### config.mk
export PLATFORM = sky130hd
export DESIGN_NAME = hilo_unit
export DESIGN_NICKNAME = d
export VERILOG_FILES = /design/src/rtl/hilo_unit.sv
export SDC_FILE = /design/constraint.sdc
export NUM_CORES = 1
export LEC_CHECK = 0
export BUFFER_PORTS_ARGS = -buffer_cell sky130_fd_sc_hd__buf_4
export CELL_PAD_IN_SITES_DETAIL_PLACEMENT = 0
export CELL_PAD_IN_SITES_GLOBAL_PLACEMENT = 2
export CORE_ASPECT_RATIO = 0.75
export CORE_MARGIN = 10
export CORE_UTILIZATION = 35
export CTS_CLUSTER_DIAMETER = 120
export DETAILED_ROUTE_END_ITERATION = 8
export PLACE_DENSITY_LB_ADDON = 0.1
export SLEW_MARGIN = 20
export SYNTH_ARGS = -nofsm -noshare
export SYNTH_HDL_FRONTEND = slang
export SYNTH_SLANG_ARGS = --single-unit
### constraint.sdc
create_clock -name clk -period 3.5 [get_ports clk]
set_clock_uncertainty 0.1 [all_clocks]
set_input_delay 0.525 -clock clk [delete_from_list [all_inputs] [get_ports clk]]
set_output_delay 0.525 -clock clk [all_outputs]
set_load 0.05 [all_outputs]
### src/rtl/hilo_unit.sv
// rtl/hilo_unit.sv - multi-cycle HI/LO multiply unit: radix-2 shift-add mult/multu with fetch interlock
module hilo_unit #(
    parameter int XLEN = 32
) (
    input  logic            clk,
    input  logic            rst,
    input  logic            enhilo_EX,
    input  logic [3:0]      alu_op,
    input  logic [XLEN-1:0] A_EX,
    input  logic [XLEN-1:0] B_EX,
    input  logic [1:0]      regsel_EX,
    output logic [XLEN-1:0] hilo_out,
    output logic [XLEN-1:0] hi,
    output logic [XLEN-1:0] lo,
    output logic            busy,
    output logic            stall_FETCH,
    output logic            done
);

    localparam int CW = $clog2(XLEN);
    localparam logic [CW-1:0] LAST_STEP = CW'(XLEN - 1);
    localparam logic [3:0] OP_MULT  = 4'b0110;
    localparam logic [3:0] OP_MULTU = 4'b0111;

    typedef enum logic [1:0] {IDLE, CALC, SIGN} state_t;

    state_t            state;
    logic [XLEN-1:0]   hi_reg;
    logic [XLEN-1:0]   lo_reg;
    logic [2*XLEN-1:0] acc;
    logic [2*XLEN-1:0] mcand;
    logic [XLEN-1:0]   mplier;
    logic [CW-1:0]     count;
    logic              op_signed;
    logic              res_neg;

    logic              req_valid;
    logic              req_signed;
    logic [XLEN-1:0]   mag_a;
    logic [XLEN-1:0]   mag_b;
    logic [2*XLEN-1:0] product;

    always_comb begin
        req_valid  = enhilo_EX && (alu_op == OP_MULT || alu_op == OP_MULTU);
        req_signed = (alu_op == OP_MULT);
        // Magnitude of the most negative value wraps to itself, which is its correct unsigned magnitude.
        mag_a = (req_signed && A_EX[XLEN-1]) ? -A_EX : A_EX;
        mag_b = (req_signed && B_EX[XLEN-1]) ? -B_EX : B_EX;
        product = (op_signed && res_neg) ? -acc : acc;
    end

    always_ff @(posedge clk) begin
        if (rst) begin
            state     <= IDLE;
            hi_reg    <= '0;
            lo_reg    <= '0;
            acc       <= '0;
            mcand     <= '0;
            mplier    <= '0;
            count     <= '0;
            op_signed <= 1'b0;
            res_neg   <= 1'b0;
            done      <= 1'b0;
        end else begin
            done <= 1'b0;
            case (state)
                IDLE: begin
                    if (req_valid) begin
                        mcand     <= {{XLEN{1'b0}}, mag_a};
                        mplier    <= mag_b;
                        acc       <= '0;
                        count     <= '0;
                        op_signed <= req_signed;
                        res_neg   <= req_signed && (A_EX[XLEN-1] ^ B_EX[XLEN-1]);
                        state     <= CALC;
                    end
                end
                CALC: begin
                    if (mplier[0]) begin
                        acc <= acc + mcand;
                    end
                    mcand  <= mcand << 1;
                    mplier <= mplier >> 1;
                    count  <= count + 1'b1;
                    if (count == LAST_STEP) begin
                        state <= SIGN;
                    end
                end
                SIGN: begin
                    hi_reg <= product[2*XLEN-1:XLEN];
                    lo_reg <= product[XLEN-1:0];
                    done   <= 1'b1;
                    state  <= IDLE;
                end
                default: state <= IDLE;
            endcase
        end
    end

    always_comb begin
        busy        = (state == CALC) || (state == SIGN);
        stall_FETCH = busy && (enhilo_EX || (regsel_EX != 2'd0));
        hi          = hi_reg;
        lo          = lo_reg;
        case (regsel_EX)
            2'd1:    hilo_out = hi_reg;
            2'd2:    hilo_out = lo_reg;
            default: hilo_out = '0;
        endcase
    end

endmodule

==> results of run 1 <==
[routing by layer]
metal | routed length [um] | global-route usage, % | share of wire (%)
met5 | 0 | 0 | 0
met4 | 836 | 3.462 | 1.5
met3 | 2399 | 2.407 | 4.4
met2 | 24010 | 31.01 | 44
met1 | 27360 | 28.53 | 50
[repair_timing]
action	CTS	global route
hold endpoints to repair	0	0
buffers inserted	0	2
setup endpoints to repair	0	10
resized for setup	0	7
[final timing paths]
path                                 from         end  slack [ns]  cells past startpoint
worst max-delay path            mcand[22]     acc[63]        0.19                     11
worst min-delay path             B_EX[31]  mplier[31]        0.16                      3
worst max register to register  mcand[22]     acc[63]        0.19                     11
worst min register to register  mplier[9]   mplier[9]        0.35                      2
[power groups by stage]
stage / Sequential [mW] / Combinational, mW / Clock [mW]
floorplan: 2.75 / 0.235 / 0
global placement: 2.76 / 0.409 / 0
detailed placement: 2.76 / 0.411 / 0
CTS: 2.70 / 0.412 / 3.22
global route: 2.70 / 0.455 / 3.33
finish: 2.70 / 0.408 / 3.14
[cells in the mapped netlist (all sizes together) (8+ instances only)]
cell type,n
and3,11
o211ai,26
o41ai,12
o31ai,35
nor4,11
or3,25
and2,8
nand2b,10
inv,41
a311oi,8
nor3,42
o21ai,133
a21o,16
clkbuf,109
nor2b,41
a22oi,98
ha,74
buf,15
nand4,20
o21bai,12
xor2,84
a21oi,180
or4,22
nor2,252
xnor2,87
nand3,19
dfxtp,234
nand2,251
mux2i,22
a211oi,49
[layout make-up]
class                           instances  area share [%]
Multi-Input combinational cell       1638           53.64
Tap cell                              578           3.792
Clock buffer                           31           3.949
Timing Repair Buffer                  297           12.04
Sequential cell                       234           24.56
Inverter                               41          0.8069
Clock inverter                         21           1.207
[logic make-up (layout without fill, tap and decap cells)]
logic type | count (synthesis) | count (layout) | share of synthesized area (%)
simple gates | 734 | 734 | 21.75
fa+ha+maj | 75 | 75 | 6.119
compound gates | 636 | 636 | 26.70
buf+inv | 165 | 390 | 4.014
mux | 22 | 22 | 1.424
flops | 234 | 234 | 30.30
xor+xnor | 171 | 171 | 9.688
[per-stage QoR]
step                      total power [mW]  util [%]  setup TNS [ns]  setup WS [ns]  hold WS [ns]
after floorplan                      2.987         -               0         0.3646        0.3312
after global placement               3.167     41.46               0         0.1132        0.3376
after detailed placement             3.168     41.46               0        0.06808        0.3443
after CTS                            6.332     43.72               0       0.002264        0.1337
after global routing                 6.481     43.82        -0.04534       -0.04534        0.1859
final                                6.250     43.82               0         0.1919        0.1573
[worst register-to-register path: cells and delay by family (launching register included)]
kind	cells	cell delay [ns]
AO/OA/AOI/OAI	7	1.65
AND/OR/NAND/NOR	2	0.57
adder cells (fa/ha/maj)	1	0.39
flip-flops	1	0.34
buffers and inverters	1	0.18
==> out/metrics.yaml, run 1 <==
totalWireLength_mm: 54.61
commonest_non_fill_non_tap_cell_in_the_layout: "buf_4"
yosys.area.top_type: "dfxtp_1"
tritoncts: "built"
mostFrequentLayoutCells: "buf_4, nor2_1, nand2_1"
report.final.setup_viol: 0
mappedNetlistArea_um2: 15460
number_of_antenna_violations_at_the_first_check_in_global_routing: 0
cell_repeated_most_along_the_worst_path: "a21oi_1"
max_freq_mhz: 302.3
fillers: 4444
sequentialPowerShare_pct: 43.2
placementRows: 66
post-route-min-period_ns: 3.308
cp_max_fo: 7
floorplan.die.width_um: 262.7
dp.cells: 2786
grt.overflow.total: 0
cts.root.buffer_cell: "clkbuf_16"
cts.path.max_buffers: 3
synth.yosys.seq_area_share_pct: 30.30
drt-initial-drc-count: 1236
worst_ep_required_time_ns: 3.91
numCtsBuffers: 29
biggestRegsByFlops: "acc x64, mcand x64"
synth_seq_cells: 234
drive_above_1_share_pct: 16.93
io_buffers: 171
slew-limit-headroom_pct: 31.11
power.density_cell_area_nw_per_um2: 327.7
placedInstanceArea_um2: 18040
htreeDepth: 1
drt-wirelength-per-cell_um: 19.23
globalRouteTotalUtil_pct: 19.72
setup_repair_after_global_routing_missed_its_margin: "true"
netlist_top_cells_area: "dfxtp_1, nor2_1, nand2_1, ha_1, a21oi_1"
cellInternalPower_mw: 4.695
drt_drc_violations_left: 0
holdBufCountCts: 0
timing_worst_setup_path_type: "flop to flop"
ys_dominant_reg_cell: "dfxtp_1"
detailedPlacementHpwl_mm: 41.86
layout_worst_path_cycle_share_pct: 94.52
routed_via_density: 5.477
die_y_um: 202.0
power.switching_fraction_pct: 24.89
synthesized_area_per_cell_um2: 7.590
slowest_delay_ns: 0.48
crit_arrival_ns: 3.72
clock_power_share_pct: 50.3
core_region_area_um2: 43520
crit_slowest_cell: "or4_1"
peakVddDrop_mv: 0.3182
netlist_instances: 2037
async_flop_share_pct: 0
synth.yosys.warnings: 0
grt_start_max_net_pins: 131
ant_nets: 0
detailedRoute.firstPassIterationCount: 5
power.leakage_nw: 7.583
synth_enable_flop_cells: 0
fin_cells: 2840
num-nets-final: 2389
floorplan.initialDensity_pct: 35.52
critical_path.top_delay_family: "compound AO/OA/AOI/OAI gates"
vias: 15560
mappedNetlistNets: 2185
io_pins: 172
die_area_um2: 53060
kind_of_start_point_of_the_critical_path: "flop"
worst-slew-pin-transition_ns: 1.031
clk_transition_reported_paths_ns: 0.06
antenna-diode-count: 0
clock-sinks: 234
max_capacitance_violation_total: 0
final-seq-area_um2: 4684
cp-end-kind: "flop"
netlist-cell-type-count: 74
timing.critical_path.cells: "ha_1 > a21oi_1 > o21ai_0 > o31ai_1 > a21oi_1 > a32oi_1 > buf_4 > a211oi_1 > o21a_1 > or4_1 > nand3_1"
clock_latency_of_the_later_clocked_register_in_the_worst_skew_pair_ns: 0.57
first_pass_grt_wire_length_mm: 86.30
kind_of_path_behind_the_tightest_hold_check: "primary input to flop"
final_area_um2: 19070
logic_gate_share_of_total_power_pct: 6.5
power.switching_mw: 1.556
layout-area-overhead-vs-synth_pct: 23.36
outcome: "finished, final reports clean"
worstPathBufferInverterCount: 1
multi_input_gate_area_um2: 10230
vias_in_the_first_global_route: 14850
report.final.hold_viol_count: 0
netlist.area_leader.share_pct: 30.30
slew_violations: 0
gpl.final_weighted_congestion: 0.9274
Note: power is estimated with default switching activity, not from simulation.
==> inputs of run 2 (changes only) <==
--- a/config.mk
+++ b/config.mk
@@ -6,14 +6,15 @@
 export NUM_CORES = 1
 export LEC_CHECK = 0
 export BUFFER_PORTS_ARGS = -buffer_cell sky130_fd_sc_hd__buf_4
-export CELL_PAD_IN_SITES_DETAIL_PLACEMENT = 0
-export CELL_PAD_IN_SITES_GLOBAL_PLACEMENT = 2
+export CELL_PAD_IN_SITES_DETAIL_PLACEMENT = 1
+export CELL_PAD_IN_SITES_GLOBAL_PLACEMENT = 1
 export CORE_ASPECT_RATIO = 0.75
 export CORE_MARGIN = 10
-export CORE_UTILIZATION = 35
+export CORE_UTILIZATION = 36
 export CTS_CLUSTER_DIAMETER = 120
 export DETAILED_ROUTE_END_ITERATION = 8
 export PLACE_DENSITY_LB_ADDON = 0.1
+export SETUP_SLACK_MARGIN = 0.4
 export SLEW_MARGIN = 20
 export SYNTH_ARGS = -nofsm -noshare
 export SYNTH_HDL_FRONTEND = slang
==> out/metrics.yaml, run 2 (synthesis gave the netlist of run 1 again) <==
power.density_cell_area_nw_per_um2: 309.5
worst-slew-pin-transition_ns: 0.9279
numCtsBuffers: 28
setup_repair_after_global_routing_missed_its_margin: "true"
grt.overflow.total: 0
crit_arrival_ns: 3.50
floorplan.die.width_um: 259.3
drive_above_1_share_pct: 23.28
rr_worst_depth: 12
report.final.hold_viol_count: 0
timing.critical_path.cells: "ha_2 > a21oi_1 > buf_4 > o2111ai_1 > o311ai_2 > buf_4 > a41o_1 > o211ai_1 > buf_4 > o221a_4 > o31a_1 > o211ai_1"
commonest_non_fill_non_tap_cell_in_the_layout: "buf_4"
drt-wirelength-per-cell_um: 20.86
layout_worst_path_cycle_share_pct: 89.10
cp_max_fo: 7
io_buffers: 171
io_pins: 172
detailedRoute.firstPassIterationCount: 6
biggestRegsByFlops: "acc x64, mcand x64"
routed_via_density: 5.614
clk_transition_reported_paths_ns: 0.06
slew-limit-headroom_pct: 38.14
outcome: "finished, final reports clean"
tritoncts: "built"
power.leakage_nw: 7.768
placedInstanceArea_um2: 18040
grt_start_max_net_pins: 153
report.final.setup_viol: 0
post-route-min-period_ns: 3.119
timing.hold.worst_path_depth: 3
placementRows: 65
cp-end-kind: "flop"
globalRouteTotalUtil_pct: 22.13
timing_worst_setup_path_type: "flop to flop"
dp.cells: 2783
layout-area-overhead-vs-synth_pct: 29.01
fin_cells: 2863
gpl.final_weighted_congestion: 0.8890
number_of_antenna_violations_at_the_first_check_in_global_routing: 1
cts.root.buffer_cell: "clkbuf_16"
final_area_um2: 19950
slew_violations: 0
max_capacitance_violation_total: 0
floorplan.initialDensity_pct: 36.63
slowest_delay_ns: 0.36
max_freq_mhz: 320.7
kind_of_start_point_of_the_critical_path: "flop"
drt-initial-drc-count: 1066
cell_repeated_most_along_the_worst_path: "buf_4"
clock-sinks: 234
crit_slowest_cell: "dfxtp_1"
vias_in_the_first_global_route: 16450
htreeDepth: 1
ant_nets: 0
die_y_um: 199.5
core_region_area_um2: 42210
drt_drc_violations_left: 0
clock_latency_of_the_later_clocked_register_in_the_worst_skew_pair_ns: 0.57
detailedPlacementHpwl_mm: 45.03
totalWireLength_mm: 59.73
kind_of_path_behind_the_tightest_hold_check: "primary input to flop"
worst_ep_required_time_ns: 3.88
vias: 16070
mostFrequentLayoutCells: "buf_4, nor2_1, nand2_1"
die_area_um2: 51720
first_pass_grt_wire_length_mm: 93.61
antenna-diode-count: 0
cts.path.max_buffers: 3
num-nets-final: 2420
peakVddDrop_mv: 0.3126
==> run 2: cell count changes in the layout (fill, tap and decap cells not counted), sizes merged <==
cell      delta
buf         +32
bufinv       -2
clkbuf      +12
clkinv       -3
clkinvlp     -7
==> run 2: report_power, final <==
part,leakage [nW],switching [mW],internal (mW)
Clock,0.472,1.25,1.81
Sequential,1.90,0.0174,2.68
Combinational,5.39,0.253,0.164
Total,7.77,1.52,4.65
==> run 2: metal layers <==
metal	global-route usage (%)	share of wire [%]	vias to the layer above
li1	-	-	7803
met1	30.63	48	7953
met2	35.87	46	243
met3	2.849	3.5	73
met4	5.230	2.0	2
met5	0	0.018	-
==> run 2: path summary, 6_finish.rpt <==
path	startpoint	end	slack, ns
worst min register to register	mplier[11]	mplier[11]	0.35
worst max-delay path	acc[11]	acc[62]	0.38
worst min-delay path	A_EX[0]	mcand[0]	0.16
worst max register to register	acc[11]	acc[62]	0.38
==> run 2: critical path: cells and delay by family (launching register included) <==
kind	cells	cell delay [ns]
compound gates	8	1.70
buf+inv	3	0.53
fa+ha+maj	1	0.33
flops	1	0.36
==> run 2: what timing repair did <==
action / CTS / global route
endpoints found under the setup margin: 47 / 48
buffers inserted: 11 / 17
gates resized for setup: 87 / 98
cloned: 0 / 0
pin swaps: 32 / 47
hold buffers: 0 / 0
==> run 2: stage by stage <==
step	total power [mW]	utilization, %	hold WS, ns	TNS, ns	setup WS, ns
2_1_floorplan	2.987	-	0.3312	0	0.3984
3_3_place_gp	3.162	42.74	0.3382	-0.02404	-0.02404
3_5_place_dp	3.173	42.74	0.3471	-0.08268	-0.08268
4_1_cts	6.241	45.97	0.1365	0	0.3719
5_1_grt	6.405	47.25	0.1866	0	0.2428
6_report	6.173	47.25	0.1552	0	0.3814
==> run 2: final cells by class <==
type                            count  area, um2
Fill cell                        5129      22260
Multi-Input combinational cell   1638      10880
Sequential cell                   234       4731
Timing Repair Buffer              329       2521
Clock buffer                       43      848.3
Tap cell                          569      711.9
Inverter                           41      153.9
Clock inverter                      9      98.84
==> inputs of run 3 (changes only) <==
--- a/config.mk
+++ b/config.mk
@@ -5,6 +5,7 @@
 export SDC_FILE = /design/constraint.sdc
 export NUM_CORES = 1
 export LEC_CHECK = 0
+export ABC_AREA = 1
 export BUFFER_PORTS_ARGS = -buffer_cell sky130_fd_sc_hd__buf_4
 export CELL_PAD_IN_SITES_DETAIL_PLACEMENT = 1
 export CELL_PAD_IN_SITES_GLOBAL_PLACEMENT = 1
==> out/metrics.yaml, run 3 <==
io_buffers: 171
crit_arrival_ns: 3.16
yosys-top-cells-count: "nand2_1, inv_1, nor2_1, a21oi_1, dfxtp_1"
post-route-min-period_ns: 2.828
fin_cells: 4225
dp.cells: 4172
synth_seq_cells: 234
max_freq_mhz: 353.6
grt.overflow.total: 0
numCtsBuffers: 29
cts.root.buffer_cell: "clkbuf_16"
fillers: 7224
setup_repair_after_global_routing_missed_its_margin: "false"
timing_worst_setup_path_type: "flop to flop"
io_pins: 172
biggestRegsByFlops: "acc x64, mcand x64"
logic_gate_share_of_total_power_pct: 23.1
placedInstanceArea_um2: 21020
worstPathBufferInverterCount: 2
timing.critical_path.cells: "ha_1 > inv_1 > fa_1 > inv_1 > nand2_1 > nand3_1 > nand2_1 > nand2_1 > nand2_1 > nand2_1 > nand2_1 > nand2_1 > nand2_1 > nand3_1 > a21oi_1"
drt-wirelength-per-cell_um: 19.80
grt_start_max_net_pins: 140
cellInternalPower_mw: 5.553
routed_via_density: 5.207
slew_violations: 0
peakVddDrop_mv: 0.3475
number_of_antenna_violations_at_the_first_check_in_global_routing: 1
vias_in_the_first_global_route: 21620
worst_ep_required_time_ns: 3.83
clock-sinks: 234
placementRows: 72
layout-area-overhead-vs-synth_pct: 16.71
drt_drc_violations_left: 0
cts_repair_resize_count: 0
cts.path.max_buffers: 3
postCtsSetupRepairBufs: 0
mappedNetlistNets: 3515
yosys.area.top_type: "dfxtp_1"
async_flop_share_pct: 0
finalWorstSetupSlack_ns: 0.6720
netlist.area_leader.share_pct: 24.72
detailedRoute.firstPassIterationCount: 5
worst-slew-pin-transition_ns: 0.9272
netlist_instances: 3367
ys_dominant_reg_cell: "dfxtp_1"
kind_of_start_point_of_the_critical_path: "flop"
synth.yosys.warnings: 0
report.final.hold_viol_count: 0
netlist-cell-type-count: 43
num-nets-final: 3648
setup_tns_ns: 0
layout_worst_path_cycle_share_pct: 80.80
cell_repeated_most_along_the_worst_path: "nand2_1"
yosys.cell_count.top_type: "nand2_1"
report.final.setup_viol: 0
cp-end-kind: "flop"
clock_latency_of_the_later_clocked_register_in_the_worst_skew_pair_ns: 0.60
gpl.final_weighted_congestion: 0.9600
clk_transition_reported_paths_ns: 0.07
drive_above_1_share_pct: 8.944
slew-limit-headroom_pct: 38.10
netlist_top_cells_area: "dfxtp_1, nand2_1, inv_1, a21oi_1, nor2_1"
tritoncts: "built"
mappedNetlistArea_um2: 18950
first_pass_grt_wire_length_mm: 128.7
cp_max_fo: 4
final_area_um2: 22110
power.switching_fraction_pct: 35.20
outcome: "finished, final reports clean"
crit_slowest_cell: "fa_1"
slowest_delay_ns: 0.44
synthesized_area_per_cell_um2: 5.627
kind_of_path_behind_the_tightest_hold_check: "primary input to flop"
multi_input_gate_area_um2: 11930
final-seq-area_um2: 4684
globalRouteTotalUtil_pct: 25.97
ant_nets: 0
p_total_mw: 8.569
core_region_area_um2: 51800
htreeDepth: 1
die_y_um: 218.7
power.leakage_nw: 11.37
totalWireLength_mm: 83.64
critical_path.top_delay_family: "simple AND/OR/NAND/NOR gates"
power.switching_mw: 3.017
pre_cts_slack_ns: 0.7768
max_capacitance_violation_total: 0
floorplan.initialDensity_pct: 36.58
sequentialPowerShare_pct: 36.1
synth_enable_flop_cells: 0
power.density_cell_area_nw_per_um2: 387.5
clock_power_share_pct: 40.8
synth.yosys.seq_area_share_pct: 24.72
commonest_non_fill_non_tap_cell_in_the_layout: "nand2_1"
vias: 22000
holdBufCountCts: 0
mostFrequentLayoutCells: "nand2_1, inv_1, nor2_1"
die_area_um2: 62300
detailedPlacementHpwl_mm: 67.63
floorplan.die.width_um: 284.9
drt-initial-drc-count: 1556
antenna-diode-count: 0
## run 3: power groups by stage
stage,clock [mW],combinational [mW],sequential [mW]
after floorplan,0,0.947,3.45
after global placement,0,1.94,3.14
after detailed placement,0,1.98,3.15
after CTS,3.56,1.99,3.09
after global routing,3.67,2.16,3.11
final,3.50,1.98,3.09
## run 3: per-stage QoR
stage / util (%) / hold slack, ns
6_report: 42.69 / 0.1246
5_1_grt: 42.69 / 0.1177
4_1_cts: 42.69 / 0.1022
3_5_place_dp: 40.58 / 0.3562
3_3_place_gp: 40.58 / 0.3535
2_1_floorplan: - / 0.3403
## run 3: layout make-up
type | instances | area share, %
sequential | 234 | 21.18
clock inverter | 22 | 1.528
clock buffer | 31 | 3.406
inverter | 511 | 8.674
multi-input combinational | 2515 | 53.95
timing repair buffer | 209 | 7.282
tap | 703 | 3.978
## run 3: worst paths after layout
check / endpoint / cells after the start / startpoint / slack, ns
setup / recovery: acc[62] / 15 / mcand[0] / 0.67
hold / removal: mcand[0] / 3 / A_EX[0] / 0.12
setup reg to reg: acc[62] / 15 / mcand[0] / 0.67
hold reg to reg: mplier[26] / 2 / mplier[26] / 0.37
## run 3: kinds of logic after synthesis
logic type | Yosys count | synth area share [%]
AOI/OAI and AO/OA | 553 | 15.60
xor gates and xnor gates | 68 | 3.143
adders and majority gates | 75 | 4.992
buffers and inverters | 618 | 12.48
DFF | 234 | 24.72
and+or+nand+nor | 1819 | 39.06
## run 3: worst min-delay path, cell delays in order
cell and delay, ns:
buf_4 0.12, nand2_1 0.06, a21oi_1 0.06
## run 3: layer usage
metal	part of all wire (%)	GRT usage (%)	vias to the layer above
met4	1.2	3.311	0
li1	-	-	10890
met1	52	39.31	10610
met5	0	0	-
met3	5.5	3.950	59
met2	41	38.75	444
